`config.mk`:
```
export PLATFORM = sky130hd
export DESIGN_NAME = screen_phase_sequencer_flat
export DESIGN_NICKNAME = d
export VERILOG_FILES = /design/src/rtl/screen_phase_sequencer_if.sv /design/src/rtl/screen_phase_sequencer.sv /design/src/flat_wrapper.sv
export SDC_FILE = /design/constraint.sdc
export NUM_CORES = 1
export LEC_CHECK = 0
export ABC_AREA = 1
export CAP_MARGIN = 20
export CORE_ASPECT_RATIO = 1.2
export CORE_MARGIN = 5
export CORE_UTILIZATION = 45
export CTS_CLUSTER_DIAMETER = 120
export DETAILED_ROUTE_END_ITERATION = 10
export DONT_BUFFER_PORTS = 1
export HOLD_SLACK_MARGIN = 0.06
export PLACE_DENSITY_LB_ADDON = 0.25
export SETUP_SLACK_MARGIN = 0.1
export SYNTH_ARGS = -nofsm -noshare
export SYNTH_HDL_FRONTEND = slang
export SYNTH_SLANG_ARGS = --single-unit
```
`constraint.sdc`:
```
create_clock -name CLK -period 2.3 [get_ports CLK]
set_input_delay 0.46 -clock CLK [delete_from_list [all_inputs] [get_ports CLK]]
set_output_delay 0.46 -clock CLK [all_outputs]
set_load 0.02 [all_outputs]
```
`src/rtl/screen_phase_sequencer_if.sv`:
```
// screen_phase_sequencer_if: phase/frame inputs and display-control outputs of the screen-phase sequencer
interface screen_phase_sequencer_if;
  logic [3:0] phase;
  logic       frame_start;
  logic [1:0] bg_sel;
  logic [3:0] brightness;
  logic       busy;
  logic       game_run;
  logic       blink_on;
  logic       hold_done;
  logic       phase_err;
  modport master (
    output phase, frame_start,
    input  bg_sel, brightness, busy, game_run, blink_on, hold_done, phase_err
  );
  modport slave (
    input  phase, frame_start,
    output bg_sel, brightness, busy, game_run, blink_on, hold_done, phase_err
  );
endinterface

```
`src/rtl/screen_phase_sequencer.sv`:
```
// screen_phase_sequencer: tracks the displayed screen phase, fades between screens per frame, blinks the title prompt and times the DEAD/END hold
module screen_phase_sequencer #(
  parameter int FADE_STEP    = 4,
  parameter int BLINK_FRAMES = 30,
  parameter int HOLD_FRAMES  = 180,
  parameter int CNT_W        = 8
) (
  input logic                      CLK,
  input logic                      RESET,
  screen_phase_sequencer_if.slave  sp
);
  typedef enum logic [1:0] {STEADY, FADE_OUT, FADE_IN} state_t;
  localparam logic [3:0] STEP = 4'(FADE_STEP);
  localparam logic [3:0] HI = 4'(15 - FADE_STEP);
  localparam logic [CNT_W-1:0] BLINK_LAST = CNT_W'(BLINK_FRAMES - 1);
  localparam logic [CNT_W-1:0] HOLD_LAST = CNT_W'(HOLD_FRAMES - 1);
  localparam logic [CNT_W-1:0] HOLD_END = CNT_W'(HOLD_FRAMES);
  state_t state_q, state_d;
  logic [3:0] cur_q, cur_d, tgt_q, tgt_d, bri_q, bri_d;
  logic [1:0] bg_q, bg_d;
  logic busy_q, busy_d, run_q, run_d, blink_q, blink_d;
  logic hold_q, hold_d, err_q, err_d, fired_q, fired_d;
  logic [CNT_W-1:0] cnt_q, cnt_d;
  logic valid;
  assign valid = (sp.phase != 4'd0) && ((sp.phase & (sp.phase - 4'd1)) == 4'd0);
  always_comb begin
    state_d = state_q;
    cur_d = cur_q;
    tgt_d = tgt_q;
    bri_d = bri_q;
    bg_d = bg_q;
    busy_d = busy_q;
    run_d = run_q;
    blink_d = blink_q;
    fired_d = fired_q;
    cnt_d = cnt_q;
    hold_d = 1'b0;
    err_d = !valid;
    case (state_q)
      STEADY: begin
        if (valid && sp.phase != cur_q) begin
          tgt_d = sp.phase;
          state_d = FADE_OUT;
          busy_d = 1'b1;
          run_d = 1'b0;
          cnt_d = '0;
        end else if (valid) begin
          if (cur_q[3]) begin
            if (sp.frame_start) begin
              blink_d = (cnt_q == BLINK_LAST) ? !blink_q : blink_q;
              cnt_d = (cnt_q == BLINK_LAST) ? '0 : cnt_q + 1'b1;
            end
          end else if (cur_q[2]) begin
            cnt_d = '0;
            blink_d = 1'b1;
          end else if (sp.frame_start && cnt_q != HOLD_END) begin
            cnt_d = cnt_q + 1'b1;
            hold_d = (cnt_q == HOLD_LAST) && !fired_q;
            fired_d = fired_q || (cnt_q == HOLD_LAST);
          end
        end
      end
      FADE_OUT: begin
        if (sp.frame_start) begin
          if (bri_q <= STEP) begin
            bri_d = 4'd0;
            cur_d = tgt_q;
            bg_d = {tgt_q[1] | tgt_q[0], tgt_q[2] | tgt_q[0]};
            state_d = FADE_IN;
          end else begin
            bri_d = bri_q - STEP;
          end
        end
      end
      default: begin
        if (sp.frame_start) begin
          if (bri_q >= HI) begin
            bri_d = 4'd15;
            state_d = STEADY;
            busy_d = 1'b0;
            run_d = cur_q[2];
            blink_d = 1'b1;
            cnt_d = '0;
            fired_d = 1'b0;
          end else begin
            bri_d = bri_q + STEP;
          end
        end
      end
    endcase
  end
  always_ff @(posedge CLK) begin
    if (RESET) begin
      state_q <= STEADY;
      cur_q <= 4'b1000;
      tgt_q <= 4'b1000;
      bri_q <= 4'd15;
      bg_q <= 2'd0;
      busy_q <= 1'b0;
      run_q <= 1'b0;
      blink_q <= 1'b1;
      hold_q <= 1'b0;
      err_q <= 1'b0;
      fired_q <= 1'b0;
      cnt_q <= '0;
    end else begin
      state_q <= state_d;
      cur_q <= cur_d;
      tgt_q <= tgt_d;
      bri_q <= bri_d;
      bg_q <= bg_d;
      busy_q <= busy_d;
      run_q <= run_d;
      blink_q <= blink_d;
      hold_q <= hold_d;
      err_q <= err_d;
      fired_q <= fired_d;
      cnt_q <= cnt_d;
    end
  end
  assign sp.bg_sel = bg_q;
  assign sp.brightness = bri_q;
  assign sp.busy = busy_q;
  assign sp.game_run = run_q;
  assign sp.blink_on = blink_q;
  assign sp.hold_done = hold_q;
  assign sp.phase_err = err_q;
endmodule

```
`src/flat_wrapper.sv`:
```
// flat-port wrapper written by rule: the top's interface ports become plain ports
module screen_phase_sequencer_flat 
#(
  parameter int FADE_STEP    = 4,
  parameter int BLINK_FRAMES = 30,
  parameter int HOLD_FRAMES  = 180,
  parameter int CNT_W        = 8
)
  (CLK, RESET, sp_phase, sp_frame_start, sp_bg_sel, sp_brightness, sp_busy, sp_game_run, sp_blink_on, sp_hold_done, sp_phase_err);
  screen_phase_sequencer_if sp_i ();
  input logic CLK;
  input logic RESET;
  input wire logic [$bits(sp_i.phase)-1:0] sp_phase;
  input wire logic [$bits(sp_i.frame_start)-1:0] sp_frame_start;
  output wire logic [$bits(sp_i.bg_sel)-1:0] sp_bg_sel;
  output wire logic [$bits(sp_i.brightness)-1:0] sp_brightness;
  output wire logic [$bits(sp_i.busy)-1:0] sp_busy;
  output wire logic [$bits(sp_i.game_run)-1:0] sp_game_run;
  output wire logic [$bits(sp_i.blink_on)-1:0] sp_blink_on;
  output wire logic [$bits(sp_i.hold_done)-1:0] sp_hold_done;
  output wire logic [$bits(sp_i.phase_err)-1:0] sp_phase_err;
  assign sp_i.phase = sp_phase;
  assign sp_i.frame_start = sp_frame_start;
  assign sp_bg_sel = sp_i.bg_sel;
  assign sp_brightness = sp_i.brightness;
  assign sp_busy = sp_i.busy;
  assign sp_game_run = sp_i.game_run;
  assign sp_blink_on = sp_i.blink_on;
  assign sp_hold_done = sp_i.hold_done;
  assign sp_phase_err = sp_i.phase_err;
  screen_phase_sequencer #(.FADE_STEP(FADE_STEP), .BLINK_FRAMES(BLINK_FRAMES), .HOLD_FRAMES(HOLD_FRAMES), .CNT_W(CNT_W)) u_core (.CLK(CLK), .RESET(RESET), .sp(sp_i));
endmodule
```
## Word-level counts from Yosys, hierarchy flattened

Index checks and enable logic that the tools add are counted.

| cells by class | value |
|---|---|
| order comparisons | 2 |
| multiplexer cells | 44 |
| reduce and logical (&&, ||, !) cells | 23 |
| eq/ne operators | 18 |
| bitwise operators | 7 |
| $add $sub $neg | 4 |

Operators with widths:

| operator | number |
|---|---|
| 8-bit 2-to-1 mux | 9 |
| 1-bit 2-to-1 mux | 19 |
| 4-bit 2-to-1 mux | 4 |
| 8-bit case mux with 2 select lines | 1 |
| 8-bit AND reduction | 2 |
| 2-bit 2-to-1 mux | 5 |
| 8-bit by 1-bit adder with 8-bit output (second input constant) | 1 |
| 8-bit by 5-bit equality test with 1-bit output (second input constant) | 1 |
| 8-bit equality test (second input constant) | 1 |
| 2-bit by 1-bit inequality test with 1-bit output (second input constant) | 4 |
| 2-bit inequality test (second input constant) | 4 |
| 8-bit inequality test (second input constant) | 1 |
| 1-bit case mux with 2 select lines | 4 |
| 4-bit case mux with 2 select lines | 1 |
| 7-bit OR reduction | 1 |
| 3-bit by 1-bit inequality test with 1-bit output (second input constant) | 2 |
| 3-bit inequality test (second input constant) | 2 |
| 6-bit AND reduction | 1 |
| 5-bit by 1-bit inequality test with 1-bit output (second input constant) | 1 |
| 5-bit AND reduction | 1 |
| 4-bit by 3-bit adder with 4-bit output (second input constant) | 1 |
| 4-bit AND | 1 |
| 4-bit >= comparator (second input constant) | 1 |
| 4-bit by 3-bit less-or-equal comparator with 1-bit output (second input constant) | 1 |
| 18 further kinds | 29 |

| storage, ports and cells | value |
|---|---|
| input port bits | 7 |
| output and inout port bits | 11 |
| logic and storage cells | 110 |
| bits in registers | 30 |

## Depth between registers and ports, before layout

| depth | value |
|---|---|
| depth after elaboration | 8 |
| depth in mapped cells | 12 |
| gate-level depth less buffers | 12 |

## Least setup slack after synthesis

Ideal clock, no wire load.

| path | value |
|---|---|
| path kind | register to register |
| start | register u_core.bri_q[2], in the netlist u_core.sp.brightness[2] |
| end | register u_core.cnt_q[4] |
| buffers on the path | 0 |
| library setup time | 0.116 ns |
| cell stages (with the launch flop) | 8 |
| clock period less this slack | 1.538 ns |
| slack | 0.762 ns |
| required time | 2.184 ns |
| arrival time | 1.422 ns |
| path through | dfxtp_1 o21ai_0 nand2_1 nand3_2 a21oi_2 nand3_1 a21oi_1 nor2_1 |

| on the way | value |
|---|---|
| word-level cells in the longest chain between the ends | 3 |

Ends and longest elaborated chain:

| what | RTL line | source |
|---|---|---|
| from (decl) | screen_phase_sequencer.sv:19 | `logic [3:0] cur_q, cur_d, tgt_q, tgt_d, bri_q, bri_d;` |
| from (signal assigned) | screen_phase_sequencer.sv:110 | `bri_q <= bri_d;` |
| 4-bit >= comparator | screen_phase_sequencer.sv:77 | `if (bri_q >= HI) begin` |
| 2-bit nonzero test (no line) | -- |  |
| 6-bit AND reduction (no line) | -- |  |
| to (signal assigned) | screen_phase_sequencer.sv:118 | `cnt_q <= cnt_d;` |
| to (decl) | screen_phase_sequencer.sv:23 | `logic [CNT_W-1:0] cnt_q, cnt_d;` |

Every way passes these cells.
A chain may end at the register's enable or synchronous reset.

## Worst setup path after layout

Ends and elaborated chain as after synthesis.

==> summary.json <==
{
  "maxSlewHeadroom": {"value": 69.9, "unit": "%"},
  "launch_point_of_the_critical_path": {"value": "u_core.sp.brightness[2]$_SDFFE_PP1P_"},
  "antenna_violations_before_repair": {"value": 0},
  "antenna_cells_inserted": {"value": 0},
  "min_period_over_period": {"value": 78.1, "unit": "%"},
  "synth_enable_flop_cells": {"value": 0},
  "port_buffers": {"value": 0},
  "synthesis.area_per_instance": {"value": 6.32, "unit": "µm²"},
  "timing_max_transition_violations_final": {"value": 0},
  "synth_cell_type_count": {"value": 28},
  "fp-row-count": {"value": 24},
  "async_flop_share": {"value": 0, "unit": "%"},
  "synthTopCellsByCount": {"value": "sky130_fd_sc_hd__nand2_1 (77), sky130_fd_sc_hd__inv_1 (32), sky130_fd_sc_hd__nor2_1 (32)"},
  "grt_remaining_overflow": {"value": 0},
  "htree_num_levels": {"value": 2},
  "ys.flop_type": {"value": "sky130_fd_sc_hd__dfxtp_1"},
  "grt_usage": {"value": 17.6, "unit": "%"},
  "synth.yosys.seq_area_share": {"value": 33.4, "unit": "%"},
  "synth_cells": {"value": 275},
  "grt_pass1_wl": {"value": 7.26, "unit": "mm"},
  "cts_inserted_buffers": {"value": 5},
  "arrival": {"value": 1960, "unit": "ps"},
  "dp_cells": {"value": 325},
  "synth_compound_gate_area_share": {"value": 16.7, "unit": "%"},
  "dr_total_vias": {"value": 1678},
  "yosys-mux-area-fraction": {"value": 0, "unit": "%"},
  "number_of_drc_violations_after_detailed_routing_iteration_0": {"value": 82},
  "finalClockSkew": {"value": 4.12, "unit": "ps"},
  "nets_in_the_synthesized_netlist": {"value": 285},
  "numClockSinks": {"value": 29},
  "final_cell_count_no_fill": {"value": 332},
  "worstReg2RegStart": {"value": "u_core.sp.brightness[2]$_SDFFE_PP1P_"},
  "cell_internal_pwr": {"value": 810, "unit": "µW"},
  "holdBufCountCts": {"value": 0},
  "drc_errors": {"value": 0},
  "drt_pre_antenna_iters": {"value": 4},
  "max-vdd-ir-drop": {"value": 415, "unit": "µV"},
  "grt_pass1_vias": {"value": 1633},
  "crit-reg2reg-capture": {"value": "u_core.cnt_q[4]$_SDFFE_PP0P_"},
  "required": {"value": 2470, "unit": "ps"},
  "hold_path.class": {"value": "in -> reg"},
  "crit_path_end": {"value": "u_core.cnt_q[4]$_SDFFE_PP0P_"},
  "worstSkewPairLatency": {"value": 280, "unit": "ps"},
  "worst-slew-pin-transition": {"value": 451, "unit": "ps"},
  "synth_xor_area_share": {"value": 0.504, "unit": "%"},
  "power.share.switching": {"value": 27.5, "unit": "%"},
  "final_hold_fails": {"value": 0},
  "timing.critical_path.fanout_max": {"value": 8},
  "post_drt_wl_per_cell": {"value": 12.5, "unit": "µm"},
  "seq_power_share": {"value": 49.1, "unit": "%"},
  "area.growth.synth_to_final": {"value": 8.56, "unit": "%"},
  "achievable-frequency": {"value": 0.557, "unit": "GHz"},
  "power.leakage": {"value": 0.000819, "unit": "µW"},
  "design.portCount": {"value": 18},
  "r2r_setup_slack": {"value": 500, "unit": "ps"},
  "power-per-cell-area": {"value": 592, "unit": "mW/mm²"},
  "grt_setup_unrepaired": {"value": "no"},
  "postSynthRegisterBits": {"value": 29},
  "dp_hpwl": {"value": 3.20, "unit": "mm"},
  "placedInstanceArea": {"value": 0.00180, "unit": "mm²"},
  "start_util": {"value": 47.1, "unit": "%"},
  "synth_largest_area_cell": {"value": "sky130_fd_sc_hd__dfxtp_1"},
  "sw_pwr": {"value": 307, "unit": "µW"},
  "postCtsResizedCells": {"value": 0},
  "gp_congestion": {"value": 0.931},
  "fin_nets": {"value": 290},
  "post_synth_main_area_contributors": {"value": "sky130_fd_sc_hd__dfxtp_1 (33%), sky130_fd_sc_hd__nand2_1 (17%), sky130_fd_sc_hd__inv_1 (6.9%)"},
  "route.final.wire_length": {"value": 4.15, "unit": "mm"},
  "setup.worst_path.class": {"value": "reg -> reg"},
  "layout_cell_share_with_drive_strength_beyond_1": {"value": 8.57, "unit": "%"},
  "netlist_area": {"value": 0.00174, "unit": "mm²"},
  "floorplan.die.width": {"value": 66.8, "unit": "µm"},
  "run_status": {"value": "finished, final reports clean"},
  "path_clk_slew": {"value": 60, "unit": "ps"},
  "synth_top_family_by_area": {"value": "simple AND/OR/NAND/NOR gates"},
  "cts_setup_buffers": {"value": 0},
  "finalSetupViolations": {"value": 0},
  "finish.instance_area": {"value": 0.00189, "unit": "mm²"},
  "combPwrFrac": {"value": 13.8, "unit": "%"},
  "die-height": {"value": 78.1, "unit": "µm"},
  "synth_adder_area_share": {"value": 2.73, "unit": "%"},
  "post-synth-top-count-cell": {"value": "sky130_fd_sc_hd__nand2_1"},
  "fin_setup_tns": {"value": 0, "unit": "ps"},
  "final_period_demand_of_the_worst_path": {"value": 1800, "unit": "ps"},
  "antenna_violating_nets_remaining": {"value": 0},
  "cp-end-kind": {"value": "flip-flop"},
  "cts.root.buffer_cell": {"value": "sky130_fd_sc_hd__clkbuf_8"},
  "reg2regPathDepth": {"value": 7},
  "drv_cap": {"value": 0},
  "core_area": {"value": 0.00369, "unit": "mm²"},
  "maximum_number_of_pins_on_one_net_before_global_route_repair": {"value": 22},
  "fp.dieArea": {"value": 0.00521, "unit": "mm²"},
  "clock_group_share_of_total_power": {"value": 37.1, "unit": "%"},
  "cts_max_path_buffers": {"value": 2},
  "critPathLaunchType": {"value": "flip-flop"},
  "yosys.area_share.simple": {"value": 37.5, "unit": "%"},
  "cts_tree": {"value": "done"},
  "via_per_inst": {"value": 5.05},
  "ys_warn_count": {"value": 0},
  "yosysTopAreaCellShare": {"value": 33.4, "unit": "%"}
}
-- layer usage --
metal,vias up,global-route usage [%],share of wire (%)
li1,895,-,-
met1,739,20.0,43
met2,38,30.6,50
met3,6,6.43,5.7
met4,0,5.08,0.92
met5,-,0,0
-- critical path: stages, from the launching register on --
cell and delay [ps]:
sky130_fd_sc_hd__dfxtp_1 550, sky130_fd_sc_hd__o21ai_0 220, sky130_fd_sc_hd__nand2_1 160, sky130_fd_sc_hd__nand3_2 110, sky130_fd_sc_hd__a21oi_2 150, sky130_fd_sc_hd__nand3_1 240, sky130_fd_sc_hd__a21oi_1 200, sky130_fd_sc_hd__nor2_1 60
-- metrics by stage --
| step | hold slack, ps | util [%] | power [µW] | worst slack (ps) |
|---|---|---|---|---|
| 3_5_place_dp | 450 | 48.8 | 713 | 527 |
| 2_1_floorplan | 429 | - | 683 | 762 |
| 3_3_place_gp | 451 | 48.8 | 713 | 536 |
| 5_1_grt | 228 | 51.1 | 1180 | 397 |
| 6_report | 248 | 51.1 | 1120 | 504 |
| 4_1_cts | 240 | 51.1 | 1130 | 510 |
-- cell usage in the layout, fill, tap and decap left out, types with 2 or more instances in the layout --
cell type                  Yosys  final
sky130_fd_sc_hd__nand2_1      77     77
sky130_fd_sc_hd__inv_1        32     32
sky130_fd_sc_hd__nor2_1       32     32
sky130_fd_sc_hd__dfxtp_1      29     29
sky130_fd_sc_hd__a21oi_1      23     23
sky130_fd_sc_hd__nand3_1      20     20
sky130_fd_sc_hd__o21ai_0      19     19
sky130_fd_sc_hd__clkbuf_8      0      6
sky130_fd_sc_hd__nor3_1        5      5
sky130_fd_sc_hd__inv_2         4      4
sky130_fd_sc_hd__o211ai_1      4      4
sky130_fd_sc_hd__nor2_4        3      3
sky130_fd_sc_hd__nand2_2       3      3
sky130_fd_sc_hd__nand4_1       3      3
sky130_fd_sc_hd__ha_1          3      3
sky130_fd_sc_hd__buf_4         1      3
sky130_fd_sc_hd__nand2_4       2      2
sky130_fd_sc_hd__a31oi_1       2      2
-- final cells by class --
cell class / count / area, µm²
clock buffer: 7 / 86.3
tap: 52 / 65.1
fill: 368 / 1810
sequential: 29 / 581
multi-input combinational: 205 / 998
timing repair buffer: 3 / 22.5
inverter: 36 / 135
-- state kept, by name, summed over array words and instances, names as in the netlist --
register	count
u_core.sp.bg_sel	2
u_core.cnt_q	8
u_core.sp.game_run	1
u_core.sp.hold_done	1
u_core.tgt_q	4
u_core.fired_q	1
u_core.sp.brightness	3
u_core.sp.busy	1
u_core.sp.phase_err	1
u_core.cur_q	4
u_core.state_q	2
u_core.sp.blink_on	1
-- cell families (layout without fill, tap and decap cells) --
group	after synthesis	after routing
buffers and inverters	41	46
AOI/OAI and AO/OA	52	52
adders and majority gates	4	4
DFF	29	29
xor gates and xnor gates	1	1
and+or+nand+nor	148	148
-- worst min-delay path by stage --
stage,cells past startpoint,end,startpoint,slack [ps]
after global routing,1,u_core.sp.game_run$_SDFFE_PP0P_,RESET,230
after floorplan,2,u_core.fired_q$_SDFFE_PP0P_,u_core.fired_q$_SDFFE_PP0P_,430
final,1,u_core.cnt_q[0]$_SDFFE_PP0P_,RESET,250
after CTS,1,u_core.cnt_q[0]$_SDFFE_PP0P_,RESET,240
after detailed placement,2,u_core.fired_q$_SDFFE_PP0P_,u_core.fired_q$_SDFFE_PP0P_,450
after global placement,2,u_core.fired_q$_SDFFE_PP0P_,u_core.fired_q$_SDFFE_PP0P_,450
-- power groups by stage --
stage,Clock [µW],Sequential [µW],Combinational [µW]
2_1_floorplan,0,553,130
3_3_place_gp,0,559,154
3_5_place_dp,0,559,153
4_1_cts,425,548,154
5_1_grt,456,550,177
6_report,415,549,154
Note: power is estimated with default switching activity, not from simulation.
==> variant: new RTL, same flow settings <==
`CNT_W` is set to 8 in 2 places; all go to 12.
--- a/src/rtl/screen_phase_sequencer.sv
+++ b/src/rtl/screen_phase_sequencer.sv
@@ -4,5 +4,5 @@
   parameter int BLINK_FRAMES = 30,
   parameter int HOLD_FRAMES  = 180,
-  parameter int CNT_W        = 8
+  parameter int CNT_W        = 12
 ) (
   input logic                      CLK,
--- a/src/flat_wrapper.sv
+++ b/src/flat_wrapper.sv
@@ -5,5 +5,5 @@
   parameter int BLINK_FRAMES = 30,
   parameter int HOLD_FRAMES  = 180,
-  parameter int CNT_W        = 8
+  parameter int CNT_W        = 12
 )
   (CLK, RESET, sp_phase, sp_frame_start, sp_bg_sel, sp_brightness, sp_busy, sp_game_run, sp_blink_on, sp_hold_done, sp_phase_err);
Behaviour: no difference found for any inputs over 10 cycles, from zero or initial values and one cycle with RESET high; that may be too few to reach the edited logic, so the function may still have changed.
==> variant against the original RTL <==
- combinational power grew 94%
- maximum frequency shrank 7.4%
- core utilization shrank 1.1 points
- setup slack lost 0.14 ns
- area after synthesis grew 13%
- final area grew 12%
- total power grew 37%
- wire length grew 3.8%
- sequential cell count grew 4
- hold slack lost 0.015 ns
- cell count grew 8.1%
- count of clock-buffer cells in the layout is the same
- critical path type unchanged
- largest power group unchanged
==> variant: results (changes against the original RTL) <==
worst_hold_path:
  hold_end: "u_core.cnt_q[7]"
routing:
  drt-initial-drc-count: 114  # +39%
  routed_via_density: 5.01  # -0.80%
  routedWlPerCell_microns: 12.0  # -4.0%
cells_and_area:
  multi_input_area_share: 0.523  # -0.00547
  buf_share: 0.0106  # -0.00128
  n_all_inverters: 37  # +2.8%
  multi_input_cells: 222  # +8.3%
  fin_util: 0.500  # -0.0109
  clk_share: 0.0550  # +0.00927
  fillers: 458  # +24%
  reg.largest.list: "u_core.cnt_q x12, u_core.cur_q x4, u_core.tgt_q x4"
critical_path:
  rrSetupSlack_ns: 0.36  # -0.14 ns
  r2r_cells: 9  # +2
  path_max_fanout: 21  # +13
  arrival_ns: 2.13  # +0.17 ns
  cp-startpoint: "u_core.sp.brightness[3]"
  endpoint: "u_core.cnt_q[1]"
yosys:
  synth_common_cells: "nand2_1 (77), nor2_1 (41), dfxtp_1 (33), inv_1 (33), o21ai_0 (19)"
  ys_seq_area_frac: 0.337  # +0.00314
  synthTopCellsByArea: "dfxtp_1 (34%), nand2_1 (15%), nor2_1 (7.8%), inv_1 (6.3%), o21ai_0 (4.9%)"
  syn_nets: 310  # +8.8%
  synth_cells: 300  # +9.1%
  synth_cell_types: 35  # +25%
  yosysWarnings: 0  # unchanged
cts:
  cts_sinks: 33  # +14%
  clk_pin_slew_worst_paths_ns: 0.08  # +0.02 ns
grt:
  grt_pass1_wl_microns: 7330  # +0.95%
  grt_pass1_vias: 1658  # +1.5%
run_status:
  outcome: "completed"
placement:
  dpl_worst_slack_ns: 0.332  # -0.195 ns
  place_area_sq_um: 2000  # +11%
  place_hpwl_microns: 3220  # +0.74%
  placed_cells: 351  # +8.0%
timing:
  whs_ns: 0.232  # -0.0153 ns
  fin_skew_ns: 0.0117  # +0.00762 ns
  slew_headroom: 0.658  # -0.0404
  clock.fmax_ghz: 0.516  # -7.4%
pwr:
  vdd_ir_drop_max_uv: 439  # +5.7%
  p_comb_mw: 0.298  # +94%
  p_switching_mw: 0.457  # +49%
  p_leak_nw: 0.930  # +14%
  p_int_mw: 1.07  # +32%
floorplan:
  chipWidth_microns: 70.3  # +5.3%
## variant: cell types whose count changed after synthesis, sizes merged, moves of 2 or more
cell	change
nand2	+3
o21ai	+2
buf	+3
nand3	-6
dfxtp	+4
or2	+2
nor2	+13
nand4	+5
a21oi	-6
## variant: logic make-up after synthesis
| kind of cell | after synthesis | share of synthesized area |
|---|---|---|
| simple gates | 167 | 0.388 |
| fa+ha+maj | 3 | 0.0191 |
| xor+xnor | 3 | 0.0134 |
| flops | 33 | 0.337 |
| compound gates | 49 | 0.144 |
| buf+inv | 45 | 0.0983 |
## variant: critical path, cell delays in order, from the launching register on
cell	delay [ns]
dfxtp_1	0.52
nand2_1	0.12
nand3_1	0.12
nand2_1	0.11
nor2_4	0.17
nand3_4	0.10
nor2_4	0.43
inv_1	0.11
nor2_1	0.11
nor2_1	0.05
## variant: metal layers
metal,global-route usage,vias to the layer above,routed length [microns]
met5,0,-,0
met4,0.0747,0,85
met3,0.0387,8,172
met2,0.294,30,2200
met1,0.175,793,1850
li1,-,969,-
